File: src/rtl/crossbar_port_arbiter.sv
// ============================================================================
// Module      : crossbar_port_arbiter
// Description : Round-robin owner arbiter with per-grant timeout for one
//               crossbar output port; drives the registered {valid,index} select.
// Revision    : 1.0 - initial release
// ============================================================================
`default_nettype none

module crossbar_port_arbiter #(
  parameter int TIMEOUT_CYCLES = 255,
  parameter int CNT_W          = 8
) (
  input  logic       clk,
  input  logic       reset,
  input  logic [3:0] req,
  input  logic [3:0] last,
  output logic [2:0] Answer,
  output logic [3:0] grant,
  output logic       busy,
  output logic       timeout_evt
);

  typedef enum logic [0:0] {
    ST_IDLE  = 1'b0,
    ST_GRANT = 1'b1
  } state_t;

  localparam bit               C_TO_EN   = (TIMEOUT_CYCLES != 0);
  localparam logic [CNT_W-1:0] C_TO_LAST = CNT_W'(TIMEOUT_CYCLES - 1);
  localparam logic [CNT_W-1:0] C_CNT_MAX = '1;

  state_t           r_state;
  logic [1:0]       r_rr_ptr;
  logic [CNT_W-1:0] r_cnt;

  state_t           w_next_state;
  logic [1:0]       w_next_rr_ptr;
  logic [CNT_W-1:0] w_next_cnt;
  logic [2:0]       w_next_answer;
  logic [3:0]       w_next_grant;
  logic             w_next_busy;
  logic             w_next_tevt;

  logic [1:0]       w_owner;
  logic             w_rel_a;
  logic             w_rel_b;
  logic             w_rel_c;
  logic             w_found;
  logic [1:0]       w_winner;
  logic [1:0]       w_idx;

  assign w_owner = Answer[1:0];
  assign w_rel_a = req[w_owner] & last[w_owner];
  assign w_rel_b = ~req[w_owner];
  // Timeout only fires when neither normal release condition applies.
  assign w_rel_c = C_TO_EN && (r_cnt == C_TO_LAST) && !w_rel_a && !w_rel_b;

  always_comb begin
    w_found  = 1'b0;
    w_winner = r_rr_ptr;
    w_idx    = '0;
    for (int k = 1; k <= 4; k++) begin
      w_idx = r_rr_ptr + 2'(k);
      if (!w_found && req[w_idx]) begin
        w_found  = 1'b1;
        w_winner = w_idx;
      end
    end
  end

  always_comb begin
    w_next_state  = r_state;
    w_next_rr_ptr = r_rr_ptr;
    w_next_cnt    = r_cnt;
    w_next_answer = Answer;
    w_next_grant  = grant;
    w_next_busy   = busy;
    w_next_tevt   = 1'b0;
    case (r_state)
      ST_IDLE: begin
        w_next_answer = 3'b000;
        w_next_grant  = 4'b0000;
        w_next_busy   = 1'b0;
        w_next_cnt    = '0;
        if (w_found) begin
          w_next_state  = ST_GRANT;
          w_next_answer = {1'b1, w_winner};
          w_next_grant  = 4'b0001 << w_winner;
          w_next_busy   = 1'b1;
        end
      end
      ST_GRANT: begin
        if (w_rel_a || w_rel_b || w_rel_c) begin
          w_next_state  = ST_IDLE;
          w_next_answer = 3'b000;
          w_next_grant  = 4'b0000;
          w_next_busy   = 1'b0;
          w_next_rr_ptr = w_owner;
          w_next_cnt    = '0;
          w_next_tevt   = w_rel_c;
        end else if (r_cnt != C_CNT_MAX) begin
          w_next_cnt = r_cnt + 1'b1;
        end
      end
      default: begin
        w_next_state  = ST_IDLE;
        w_next_answer = 3'b000;
        w_next_grant  = 4'b0000;
        w_next_busy   = 1'b0;
        w_next_cnt    = '0;
      end
    endcase
  end

  always_ff @(posedge clk or posedge reset) begin
    if (reset) begin
      r_state     <= ST_IDLE;
      r_rr_ptr    <= 2'd3;
      r_cnt       <= '0;
      Answer      <= 3'b000;
      grant       <= 4'b0000;
      busy        <= 1'b0;
      timeout_evt <= 1'b0;
    end else begin
      r_state     <= w_next_state;
      r_rr_ptr    <= w_next_rr_ptr;
      r_cnt       <= w_next_cnt;
      Answer      <= w_next_answer;
      grant       <= w_next_grant;
      busy        <= w_next_busy;
      timeout_evt <= w_next_tevt;
    end
  end

endmodule

`default_nettype wire

File: config.mk
export PLATFORM = sky130hd
export DESIGN_NAME = crossbar_port_arbiter
export DESIGN_NICKNAME = d
export VERILOG_FILES = /design/src/rtl/crossbar_port_arbiter.sv
export SDC_FILE = /design/constraint.sdc
export NUM_CORES = 1
export LEC_CHECK = 0
export BUFFER_PORTS_ARGS = -buffer_cell sky130_fd_sc_hd__buf_4
export CORE_MARGIN = 3
export CORE_UTILIZATION = 52
export CTS_BUF_LIST = sky130_fd_sc_hd__clkbuf_4 sky130_fd_sc_hd__clkbuf_8
export CTS_CLUSTER_DIAMETER = 100
export DETAILED_ROUTE_END_ITERATION = 6
export GPL_ROUTABILITY_DRIVEN = 1
export HOLD_SLACK_MARGIN = 0.08
export PLACE_DENSITY = 0.76
export SYNTH_ARGS = -nofsm -noshare
export SYNTH_HDL_FRONTEND = slang
export SYNTH_SLANG_ARGS = --single-unit
File: constraint.sdc
create_clock -name clk -period 3.7 [get_ports clk]
set_clock_uncertainty 0.2 [all_clocks]
set_input_delay 0.37 -clock clk [delete_from_list [all_inputs] [get_ports clk]]
set_output_delay 0.37 -clock clk [all_outputs]
set_load 0.01 [all_outputs]
==> flow_summary.yaml <==
outcome:
  status: "finished, final reports clean"
floorplan:
  die_h_um: 49.5
  rows: 15
  initial_core_util_pct: 55.7
  dieArea_mm2: 0.00245
  die_width_um: 49.5
  io_pins: 19
  core-area_mm2: 0.00176
layout:
  final_util_pct: 66.3
  syn_to_final_growth_pct: 19.1
  nFillCells: 160
  num_antenna_cells: 0
  fin_nets: 128
  final_area_mm2: 0.00117
  drive_gt1_share_pct: 23.5
clocking:
  numCtsBuffers: 3
  path_clk_slew_ns: 0.11
  cts_sinks: 19
  cts_tree: "done"
  cts_root_buffer: "clkbuf_4"
  clockBufferDepth: 2
  h-tree-depth: 1
  post-cts-setup-buffer-count: 0
  clock_latency_ns: 0.28
synth:
  synth.top_cell.area_share_pct: 43.3
  synth_simple_gate_area_share_pct: 18.1
  synth_ff_type: "dfrtp_1"
  synth_edf_count: 0
  synth.area.top_cells: "dfrtp_1, dfstp_2, nor2b_1, nor2_1, inv_1"
  async_flop_share_pct: 100
  synthCells: 95
  synth_seq_cells: 19
  synth-compound-area-share_pct: 16.9
  synth_nets: 107
  syn_area_um2: 982
  synth_most_common_cell: "dfrtp_1"
  synth_seq_area_share_pct: 48.7
  synthMuxAreaShare_pct: 5.61
  synth_fa_ha_area_share_pct: 2.55
  avgSynthCellArea_um2: 10.3
  synthTopCellsByCount: "dfrtp_1, nor2_1, inv_1, nor2b_1"
  yosys_warnings: 0
  ys_types: 33
  synthXorXnorAreaFrac_pct: 3.57
  synth_top_family_by_area: "simple AND/OR/NAND/NOR gates"
  yosysTopAreaCell: "dfrtp_1"
global_route:
  track_usage_pct: 18.2
  grt_overflow: 0
  grt_max_degree: 20
  antenna_found_initial: 0
  grt_pass1_vias: 748
  grt_first_pass_wirelength_um: 3400
critical_path:
  required_ns: 3.66
  arrival_ns: 1.88
  critPathMaxFanout: 11
  crit_type: "register to register"
  worstSetupStartpointType: "register"
  r2r_slack_ns: 1.78
  end_kind: "register"
sta:
  min_period_over_period_pct: 52.0
  fmax_mhz: 520
  slew_headroom_pct: 53.9
  rsz0062_at_grt: "false"
  hold_viol_final: 0
  period_minus_slack_ns: 1.92
  setup_viol: 0
  finalSetupTns_ns: 0
  report.final.slew_viol_count: 0
  worst_pin_slew_ns: 0.691
flow_run:
  maxCapViolCount: 0
placed_design:
  gp_congestion: 0.873
  placed_cell_area_mm2: 0.00113
  dp_hpwl_um: 1470
  io_buffers: 18
detailed_routing:
  drtIter0Drc: 22
  wl_per_cell_um: 13.6
  via_per_inst: 5.46
  ant_nets: 0
  wl_um: 1910
  vias: 765
  first_pass_iters: 4
  remaining_drc_errors: 0
power:
  p_leak_uw: 0.000523
  powerDensity_mw_per_mm2: 581
  ir_drop_uv: 330
min_path:
  hp-class: "register to register"
## routing by layer
metal	part of all wire (%)	track usage (%)
met4	1.1	6.45
met2	43	26.6
met1	51	27.0
met3	4.3	3.32
met5	0	0
## state kept, by name, summed over array words and instances, names as in the netlist
signal and cells:
r_state 1, r_cnt 8, timeout_evt 1, Answer 3
r_rr_ptr 2, grant 4
## worst max-delay path, cell delays in order (launching register included)
cell and delay, ns:
dfrtp_1 0.45, and4_1 0.32, nand4_1 0.24, nand3_1 0.41, o32ai_1 0.16
## logic make-up after synthesis
group                      after synthesis
xor gates and xnor gates                 4
and+or+nand+nor                         34
AOI/OAI and AO/OA                       22
DFF                                     19
muxes                                    4
buffers and inverters                   10
adders and majority gates                2
## path summary, 6_finish.rpt
kind / startpoint / end / cells after the start
min: grant[1] / grant[1] / 1
max in group asynchronous: reset / timeout_evt / 3
min reg2reg: grant[1] / grant[1] / 1
max: r_cnt[5] / grant[0] / 4
max reg2reg: r_cnt[5] / grant[0] / 4
min in group asynchronous: reset / grant[1] / 3
## layout by cell type, fill, tap and decap left out, drive strengths merged, types with 2 or more instances in the layout
cell,count
buf,18
dfrtp,17
nor2,9
nor2b,7
inv,7
nand3,5
nand2,5
a21oi,4
clkbuf,4
nand4,3
a211oi,3
xnor2,3
o31ai,2
mux2,2
o21ai,2
a32o,2
a22o,2
o32ai,2
ha,2
dfstp,2
and3,2
## through the flow
step | hold slack, ns | worst slack [ns] | std cells | total power (uW)
after floorplan | 0.120 | 1.93 | 95 | 479
after global placement | 0.279 | 1.75 | 135 | 567
after detailed placement | 0.289 | 1.69 | 135 | 575
after CTS | 0.313 | 1.77 | 140 | 682
after global routing | 0.340 | 1.65 | 140 | 727
final | 0.317 | 1.78 | 140 | 679
## layout make-up
| cell class | count | area (um2) | area share (%) |
|---|---|---|---|
| clock buffers | 4 | 30.0 | 2.57 |
| repair buffers | 19 | 145 | 12.4 |
| well taps | 25 | 31.3 | 2.67 |
| multi-input cells | 66 | 459 | 39.3 |
| inverters | 7 | 26.3 | 2.25 |
| flip-flops and latches | 19 | 478 | 40.9 |
## power breakdown
group | internal, uW | leakage [uW] | switching (uW)
Sequential | 266 | 0.000249 | 50.9
Clock | 49.1 | 0.0000184 | 60.1
Combinational | 130 | 0.000256 | 123
Total | 445 | 0.000523 | 234
## repair_timing
item / in CTS / in global routing
gates resized for setup: 0 / 0
hold endpoints to repair: 17 / 0
hold buffers: 1 / 0
endpoints found under the setup margin: 0 / 0
No activity file was read; power rests on OpenSTA's default activity.
